[config.mk]
export PLATFORM = sky130hd
export DESIGN_NAME = icache
export DESIGN_NICKNAME = d
export VERILOG_FILES = /design/src/rtl/icache_pkg.sv /design/src/rtl/icache_line_array.sv /design/src/rtl/icache.sv
export SDC_FILE = /design/constraint.sdc
export NUM_CORES = 2
export LEC_CHECK = 0
export ABC_AREA = 0
export BUFFER_PORTS_ARGS = -buffer_cell sky130_fd_sc_hd__buf_2
export CAP_MARGIN = 0
export CORE_ASPECT_RATIO = 0.75
export CORE_MARGIN = 5
export CORE_UTILIZATION = 63
export CTS_CLUSTER_DIAMETER = 60
export DETAILED_ROUTE_END_ITERATION = 8
export GPL_ROUTABILITY_DRIVEN = 0
export PLACE_DENSITY = 0.79
export SLEW_MARGIN = 20
export SYNTH_ARGS = -nofsm -noshare
export SYNTH_HDL_FRONTEND = slang
export SYNTH_SLANG_ARGS = --single-unit
[constraint.sdc]
create_clock -name clock -period 7.4 [get_ports clock]
set_clock_uncertainty 0.15 [all_clocks]
set_input_delay 0.37 -clock clock [delete_from_list [all_inputs] [get_ports clock]]
set_output_delay 0.37 -clock clock [all_outputs]
set_load 0.02 [all_outputs]
[src/rtl/icache_pkg.sv]
// Shared types and constants for the instruction cache: bus command, FSM state and line format.
package icache_pkg;

  localparam int unsigned ICACHE_LINES = 32;
  localparam int unsigned IDX_BITS     = $clog2(ICACHE_LINES);
  // Wide enough for the tag of any power-of-two line count; unused upper bits stay zero.
  localparam int unsigned LINE_TAG_BITS = 29;

  typedef enum logic [1:0] {
    BUS_NONE = 2'h0,
    BUS_LOAD = 2'h1
  } BUS_COMMAND;

  typedef enum logic [1:0] {
    IC_IDLE = 2'h0,
    IC_REQ  = 2'h1,
    IC_WAIT = 2'h2
  } ICACHE_STATE;

  typedef struct packed {
    logic                     valid;
    logic [LINE_TAG_BITS-1:0] tag;
    logic [63:0]              data;
  } ICACHE_LINE;

  function automatic logic [31:0] block_align(logic [31:0] addr);
    return {addr[31:3], 3'b000};
  endfunction

endpackage

[src/rtl/icache_line_array.sv]
// Direct-mapped line storage: NumPorts combinational read ports, one write port,
// asynchronous clear of the valid bits only.
module icache_line_array
  import icache_pkg::*;
#(
  parameter int unsigned NumPorts = 3,
  parameter int unsigned NumLines = ICACHE_LINES
) (
  input  logic                                      clk_i,
  input  logic                                      rst_ni,
  input  logic [NumPorts-1:0][$clog2(NumLines)-1:0] rd_idx_i,
  output ICACHE_LINE [NumPorts-1:0]                 rd_line_o,
  input  logic                                      wr_en_i,
  input  logic [$clog2(NumLines)-1:0]               wr_idx_i,
  input  ICACHE_LINE                                wr_line_i
);

  logic [NumLines-1:0]      valid_q, valid_d;
  logic [LINE_TAG_BITS-1:0] tag_q  [NumLines];
  logic [63:0]              data_q [NumLines];

  always_comb begin
    valid_d = valid_q;
    if (wr_en_i) valid_d[wr_idx_i] = wr_line_i.valid;
  end

  always_ff @(posedge clk_i or negedge rst_ni) begin
    if (!rst_ni) valid_q <= '0;
    else         valid_q <= valid_d;
  end

  // Payload needs no reset: it is never observed while its valid bit is clear.
  always_ff @(posedge clk_i) begin
    if (wr_en_i) begin
      tag_q[wr_idx_i]  <= wr_line_i.tag;
      data_q[wr_idx_i] <= wr_line_i.data;
    end
  end

  always_comb begin
    for (int unsigned p = 0; p < NumPorts; p++) begin
      rd_line_o[p].valid = valid_q[rd_idx_i[p]];
      rd_line_o[p].tag   = tag_q[rd_idx_i[p]];
      rd_line_o[p].data  = data_q[rd_idx_i[p]];
    end
  end

endmodule

[src/rtl/icache.sv]
// Direct-mapped instruction cache with one outstanding refill over the tagged BUS_LOAD handshake.
// Define ICACHE_FILL_FWD_EN to forward fill data to matching ports in the fill cycle itself.
module icache
  import icache_pkg::*;
#(
  parameter int unsigned FETCH_WIDTH  = 3,
  parameter int unsigned CACHE_LINES  = ICACHE_LINES,
  parameter int unsigned MEM_TAG_BITS = 4
) (
  input  logic                          clock,
  input  logic                          reset_n,
  input  logic [FETCH_WIDTH-1:0][31:0]  proc2Icache_addr,
  input  logic                          branch_flush_en,
  output logic [FETCH_WIDTH-1:0][63:0]  Icache_data,
  output logic [FETCH_WIDTH-1:0]        Icache_valid,
  output BUS_COMMAND                    proc2mem_command,
  output logic [31:0]                   proc2mem_addr,
  input  logic [MEM_TAG_BITS-1:0]       mem2proc_response,
  input  logic [63:0]                   mem2proc_data,
  input  logic [MEM_TAG_BITS-1:0]       mem2proc_tag
);

  localparam int unsigned IdxW = $clog2(CACHE_LINES);

  function automatic logic [LINE_TAG_BITS-1:0] tag_of(logic [31:0] addr);
    return addr[31:3] >> IdxW;
  endfunction

  ICACHE_STATE               state_q, state_d;
  logic [31:0]               miss_addr_q, miss_addr_d;
  logic [MEM_TAG_BITS-1:0]   pending_tag_q, pending_tag_d;

  logic [FETCH_WIDTH-1:0][IdxW-1:0] rd_idx;
  ICACHE_LINE [FETCH_WIDTH-1:0]     rd_line;
  logic [FETCH_WIDTH-1:0]           hit;
  logic                             any_miss;
  logic [28:0]                      sel_blk;
  logic                             fill_fire;
  ICACHE_LINE                       fill_line;
  logic                             addr_lo_unused;

  always_comb begin
    addr_lo_unused = 1'b0;
    for (int unsigned i = 0; i < FETCH_WIDTH; i++) begin
      addr_lo_unused = addr_lo_unused ^ (^proc2Icache_addr[i][2:0]);
    end
  end

  // Lookup and lowest-index miss selection.
  always_comb begin
    any_miss = 1'b0;
    sel_blk  = '0;
    for (int unsigned i = 0; i < FETCH_WIDTH; i++) begin
      rd_idx[i] = proc2Icache_addr[i][3 +: IdxW];
      hit[i]    = rd_line[i].valid && (rd_line[i].tag == tag_of(proc2Icache_addr[i]));
      if (!hit[i] && !any_miss) begin
        any_miss = 1'b1;
        sel_blk  = proc2Icache_addr[i][31:3];
      end
    end
  end

  assign fill_fire = (state_q == IC_WAIT) && (mem2proc_tag != '0) &&
                     (mem2proc_tag == pending_tag_q);

  always_comb begin
    fill_line.valid = 1'b1;
    fill_line.tag   = tag_of(miss_addr_q);
    fill_line.data  = mem2proc_data;
  end

  icache_line_array #(
    .NumPorts (FETCH_WIDTH),
    .NumLines (CACHE_LINES)
  ) u_lines (
    .clk_i     (clock),
    .rst_ni    (reset_n),
    .rd_idx_i  (rd_idx),
    .rd_line_o (rd_line),
    .wr_en_i   (fill_fire),
    .wr_idx_i  (miss_addr_q[3 +: IdxW]),
    .wr_line_i (fill_line)
  );

  always_ff @(posedge clock or negedge reset_n) begin
    if (!reset_n) begin
      state_q       <= IC_IDLE;
      miss_addr_q   <= '0;
      pending_tag_q <= '0;
    end else begin
      state_q       <= state_d;
      miss_addr_q   <= miss_addr_d;
      pending_tag_q <= pending_tag_d;
    end
  end

  always_comb begin
    state_d       = state_q;
    miss_addr_d   = miss_addr_q;
    pending_tag_d = pending_tag_q;
    unique case (state_q)
      IC_IDLE: begin
        if (any_miss && !branch_flush_en) begin
          miss_addr_d = block_align({sel_blk, 3'b000});
          state_d     = IC_REQ;
        end
      end
      IC_REQ: begin
        // An accepted request wins over a same-cycle flush.
        if (mem2proc_response != '0) begin
          pending_tag_d = mem2proc_response;
          state_d       = IC_WAIT;
        end else if (branch_flush_en) begin
          state_d = IC_IDLE;
        end
      end
      IC_WAIT: begin
        if (fill_fire) begin
          pending_tag_d = '0;
          state_d       = IC_IDLE;
        end
      end
      default: state_d = IC_IDLE;
    endcase
  end

  always_comb begin
    proc2mem_command = BUS_NONE;
    proc2mem_addr    = '0;
    if (state_q == IC_REQ) begin
      proc2mem_command = BUS_LOAD;
      proc2mem_addr    = miss_addr_q;
    end
    for (int unsigned i = 0; i < FETCH_WIDTH; i++) begin
      Icache_valid[i] = hit[i];
      Icache_data[i]  = hit[i] ? rd_line[i].data : 64'h0;
`ifdef ICACHE_FILL_FWD_EN
      if (fill_fire && (proc2Icache_addr[i][31:3] == miss_addr_q[31:3])) begin
        Icache_valid[i] = 1'b1;
        Icache_data[i]  = mem2proc_data;
      end
`else
`endif
    end
  end

endmodule
# Word-level counts from Yosys, hierarchy flattened
# Memory sizes are Yosys's and may differ from the RTL's.
# Index checks and enable logic that the tools add are counted.
totals:
  reg_bits: 67
  mem_bits_rw: 2816
  input_bits: 171
  out_inout_bits: 229
  word_cells: 71
  n_memories: 2
memory_table:
  columns: ["memory", "words", "word_bits", "rd", "rd_ports_with_merged_regs", "wr", "line_no", "source"]
  rows:
  - ["u_lines.data_q", 32, 64, 3, 0, 1, "icache_line_array.sv:20", "logic [63:0] data_q [NumLines];"]
  - ["u_lines.tag_q", 32, 24, 3, 0, 1, "icache_line_array.sv:19", "logic [LINE_TAG_BITS-1:0] tag_q [NumLines];"]
classes:
  n_lt_le_gt_ge: 5
  n_eq_ne: 10
  n_mux: 29
  bitwise: 1
  n_reduce_logical: 20
op_table:
  columns: ["cell", "count"]
  rows:
  - ["two-way mux 64 bit", 3]
  - ["equality test 29 x 24 -> 1 bit", 3]
  - ["two-way mux 29 bit", 3]
  - ["two-way mux 32 bit", 1]
  - ["OR 32 bit", 1]
  - ["less-than comparator 5 x 6 -> 1 bit, second input constant", 4]
  - ["binary-select mux 1 bit (select 5 bit)", 3]
  - ["two-way mux 1 bit", 10]
  - ["logical AND 1 bit", 9]
  - ["two-way mux 2 bit", 4]
  - ["two-way mux 4 bit", 2]
  - ["case mux 4 bit (2 select lines)", 1]
  - ["nonzero test 4 bit", 2]
  - ["!= test 2 bit, second input constant", 3]
  - ["case mux 2 bit (3 select lines)", 1]
  - ["AND reduction 3 bit", 2]
  - ["demux 1 bit (select 5 bit)", 1]
  - ["greater-or-equal comparator 5 x 1 -> 1 bit, second input constant", 1]
  - ["equality test 4 bit", 1]
  - ["zero test 1 bit", 4]
  - ["!= test 3 bit, second input constant", 1]
  - ["equality test 2 x 1 -> 1 bit, second input constant", 1]
  - ["equality test 2 bit, second input constant", 1]
  - ["zero test 2 bit", 1]
  - ["2 further kinds", 2]

# Depth between registers and ports, before layout
logic_depth:
  ltp_word: 12
  depth_mapped: 19
  depth_no_buf: 11

# Cells and area by module
# From an unflattened synthesis, not the netlist that was laid out.
unflattened:
  hier_cells: 8247
  hier_area_um2: 166375.8
by_module_without_submodules:
  columns: ["module", "instances", "cells_per_inst", "area_per_inst_um2", "seq_area_each_um2"]
  rows:
  - ["icache_line_array", 1, 7641, 161682.6, 90166.5]
  - ["icache", 1, 606, 4693.3, 875.8]

# Least setup slack after synthesis
# Ideal clock, no wire load.
synth_path:
  path_kind: "register to register"
  start: "register state_q[0]"
  end: "register u_lines.valid_q[24]"
  setup_time_ps: 88
  t_arrival_ps: 5389
  required_ps: 7162
  setup_slack_ps: 1773
  stages_incl_launch_ff: 8
  n_path_buf: 0
  synth_period_minus_slack_ps: 5627
  path_cell_list: "dfrtp_1 nand2b_1 a21oi_1 nand4_1 nor3_1 nand3_1 nor2_1 or2_2"
synth_between:
  elab_chain_len: 3
synth_lines:
  columns: ["item", "line_no", "source"]
  rows:
  - ["start: declaration", "icache.sv:29", "ICACHE_STATE state_q, state_d;"]
  - ["start signal: assignment", "icache.sv:91", "state_q <= state_d;"]
  - ["equality test 2 bit", "icache.sv:63", "assign fill_fire = (state_q == IC_WAIT) && (mem2proc_tag != '0) &&"]
  - ["logical AND 1 bit (2 in a row)", "icache.sv:63", null]
  - ["end signal: assignment", "icache_line_array.sv:29", "else valid_q <= valid_d;"]
  - ["end: declaration", "icache_line_array.sv:18", "logic [NumLines-1:0] valid_q, valid_d;"]
# No other way between the ends.
# A chain may end at the register's enable or synchronous reset.

==> results.md <==
* Seq/Total Area, Yosys at 55.1%
* Fmax at 153 MHz
* Sequential group share of total power at 50.5%
* Global-route congestion overflow total at 0
* Width of the die at 585 um
* Worst Tran Pin Value at 1280 ps
* CP endpoint kind: output port
* Detailed Route WL at 533 mm
* Post-route clock period utilization at 88.6%
* Worst-Skew Late Latency at 890 ps
* Overall Global Routing Usage at 41.3%
* Lkg Pwr at 55.2 nW
* Crit path arrival time at 6040 ps
* Psw at 9.59 mW
* Max-Cap Viols at 0
* Setup TNS at 0 ps
* Rel. slew slack at 14.4%
* Fin area at 173000 um2
* Clk slew on worst S/H paths at 60 ps
* Final Util at 69.9%
* Min Tclk post-route at 6560 ps
* Initial core utilization at 63.3%
* HP Class: input pin to async pin
* Unrepaired setup endpoints after global routing: false
* Max-slew violation count at 0
* Top Ports at 400
* Crit path from: u_lines.tag_q[28][19]$_DFFE_PP_
* Yosys warns at 0
* Die height at 442 um
* NumNets Final at 8450
* Port bufs at 386
* R2R cell count at 15
* CP max FO at 60
* TritonCTS Sinks at 2883
* #FFs+latches synth at 2883
* Antenna violations before repair at 21
* Via count at 101442
* Maximum VDD drop at 211 uV
* Combinational power share at 11.7%
* Critical Path RT at 6880 ps
* Worst Setup EP: Icache_data[67]
* DRT Pass-1 Iters at 9
* Total power at 38.6 mW
* Crit start category: register
* Worst R2R End: miss_addr_q[24]$_DFFE_PN0P_
* Die area at 259000 um2
* Post-synth ARST share at 2.32%
* Final ANT Viol Nets at 0
* Post-CTS sizing at 0
* Worst reg-to-reg setup slack at 910 ps
* First-pass GRT wire length at 755 mm
* WS Path Type: register to output port
* Clock Path Buffers at 4
* Core Area at 247000 um2
* Net Sw Frac at 24.9%
* Avg WL per Cell at 45.2 um
* Final hold vios at 0
* # setup viols final at 0
* Vias per inst at 8.60
* Post-synth EDFFs at 2816
* CTS buffer count at 291
* Main synth FF type: edfxtp_1
* Worst R2R Start: u_lines.tag_q[28][19]$_DFFE_PP_
* DRC violations left at 1
* CTS root buf: clkbuf_16
* Largest net degree at the start of global routing at 133
* Post-Syn Instances at 7952
* Hold-fix buffers, CTS at 145
* Mapped Avg Cell Area at 19.7 um2
* Pwr dens at 223 nW/um2
* Int Pwr at 29.0 mW
* Post-detail-place hpwl at 288 mm
* Clock network power share at 37.9%
* DRT iter0 DRCs at 19203
* Failing checks: DRC
* H-tree levels at 5
* Share of layout cells above drive strength 1 at 43.1%
* Placed cell areas at 162000 um2
* Outcome: finished with violations
* P&R area growth vs syn at 10.4%
* Vias in the first global route at 101212
* Synth Cell Area at 156000 um2
* Count of cell types in the netlist at 73
* TritonCTS clock tree: done
* Std cell rows at 158
* Post-CTS setup buffers at 0
worst min path at each step:
stage	slack [ps]	end	cells past startpoint	from
final	70	state_q[0]$_DFFE_PN0P_	2	reset_n
after global routing	130	miss_addr_q[4]$_DFFE_PN0P_	3	proc2Icache_addr[68]
after CTS	50	state_q[1]$_DFFE_PN0P_	2	reset_n
after detailed placement	350	pending_tag_q[0]$_DFFE_PN0P_	1	pending_tag_q[0]$_DFFE_PN0P_
after global placement	340	u_lines.valid_q[17]$_DFFE_PN0P_	1	u_lines.valid_q[17]$_DFFE_PN0P_
after floorplan	-80	miss_addr_q[10]$_DFFE_PN0P_	0	reset_n
state kept, by name, summed over array words and instances, names as in the netlist:
register and cells:
miss_addr_q 29, u_lines.tag_q 768, state_q 2, pending_tag_q 4, u_lines.valid_q 32, u_lines.data_q 2048
per-layer routing:
layer / up-vias / wire length, um / global-route usage [%]
met5: - / 92 / 0.130
met4: 16 / 41600 / 24.9
met3: 2439 / 89800 / 14.6
met2: 11252 / 239000 / 60.1
met1: 51853 / 162000 / 54.3
li1: 35882 / - / -
cell usage in the layout, fill, tap and decap left out, types with 18 or more instances in the layout:
| cell | instances |
|---|---|
| a221oi_2 | 20 |
| xor2_1 | 40 |
| a21oi_1 | 234 |
| clkinv_1 | 60 |
| xnor2_1 | 41 |
| clkbuf_1 | 55 |
| clkbuf_16 | 308 |
| nor2b_1 | 32 |
| dlygate4sd3_1 | 145 |
| nand2b_1 | 30 |
| o21ai_0 | 65 |
| or2_2 | 41 |
| clkinv_2 | 41 |
| mux4_2 | 2472 |
| bufinv_16 | 18 |
| a22o_1 | 23 |
| buf_12 | 48 |
| mux2i_1 | 203 |
| nand3_1 | 31 |
| edfxtp_1 | 2816 |
| nor2_4 | 32 |
| dfrtp_1 | 58 |
| nor2_1 | 77 |
| mux2_2 | 41 |
| nand2_1 | 508 |
| a22oi_1 | 40 |
| o22ai_1 | 53 |
| buf_4 | 179 |
| a221oi_1 | 32 |
| and2_1 | 47 |
| buf_2 | 373 |
| o21ai_1 | 38 |
final cells by class:
class	count	area, um2
clock buffer	366	7960
inverter	19	109
clock inverter	141	1150
sequential	2883	86200
tap	3280	4100
timing repair buffer	766	5930
multi-input combinational	4318	67300
antenna	16	40.0
fill	14520	74300
synthesized netlist by cell type, types with 7 or more instances:
cell type	n	share of area [%]
a211oi_1	9	0.043
a21oi_1	234	0.75
a221oi_1	32	0.18
a221oi_2	20	0.19
a22o_1	23	0.13
a22oi_1	40	0.19
a31o_2	7	0.039
a31oi_1	13	0.052
a32oi_1	10	0.056
and2_1	47	0.19
and3_1	8	0.032
buf_1	178	0.43
buf_2	144	0.46
buf_4	28	0.13
buf_6	16	0.12
clkbuf_1	369	0.89
dfrtp_1	67	1.1
edfxtp_1	2816	54
inv_1	14	0.034
mux2_2	41	0.30
mux2i_1	203	1.3
mux4_2	2472	36
nand2_1	508	1.2
nand2b_1	30	0.12
nand3_1	31	0.099
nand3b_1	9	0.043
nand4_1	14	0.056
nor2_1	109	0.26
nor2b_1	34	0.14
nor3_1	18	0.058
nor4_1	16	0.064
o2111ai_1	7	0.039
o211ai_1	8	0.038
o21ai_0	65	0.21
o21ai_1	38	0.12
o221ai_1	17	0.095
o22ai_1	53	0.21
or2_2	41	0.16
or3_1	9	0.036
or3b_2	7	0.039
xnor2_1	41	0.23
xor2_1	40	0.22
power groups by stage:
| stage | Sequential, mW | Combinational [mW] | Clock, mW |
|---|---|---|---|
| 6_report | 19.5 | 4.49 | 14.6 |
| 5_1_grt | 19.5 | 4.65 | 15.4 |
| 4_1_cts | 19.4 | 4.37 | 14.6 |
| 3_5_place_dp | 19.8 | 4.18 | 0 |
| 3_3_place_gp | 19.7 | 4.13 | 0 |
| 2_1_floorplan | 19.5 | 2.85 | 0 |
critical path, stage by stage (launching register included):
cell and delay (ps):
edfxtp_1 430, mux4_2 500, mux2_2 280, o221ai_1 850
o211ai_1 150, a211oi_1 580, nand4_1 300, nor4_1 340
nand4_1 210, buf_12 380, a21oi_1 780, buf_2 310
cell families after synthesis:
logic type / count (synthesis) / share of synthesized area, %
simple gates: 890 / 2.56
other cells: 1 / 0.00240
xor+xnor: 81 / 0.453
mux: 2716 / 37.2
flops: 2883 / 55.1
buf+inv: 754 / 2.07
compound gates: 627 / 2.63
metrics by stage:
stage | setup WS (ps) | hold WS, ps | instances
after floorplan | 1770 | -75.6 | 7955
after global placement | 1200 | 336 | 11117
after detailed placement | 1290 | 347 | 11117
after CTS | 1180 | 46.7 | 11769
after global routing | 866 | 131 | 11779
final | 843 | 66.6 | 11789
No activity file was read; power rests on OpenSTA's default activity.
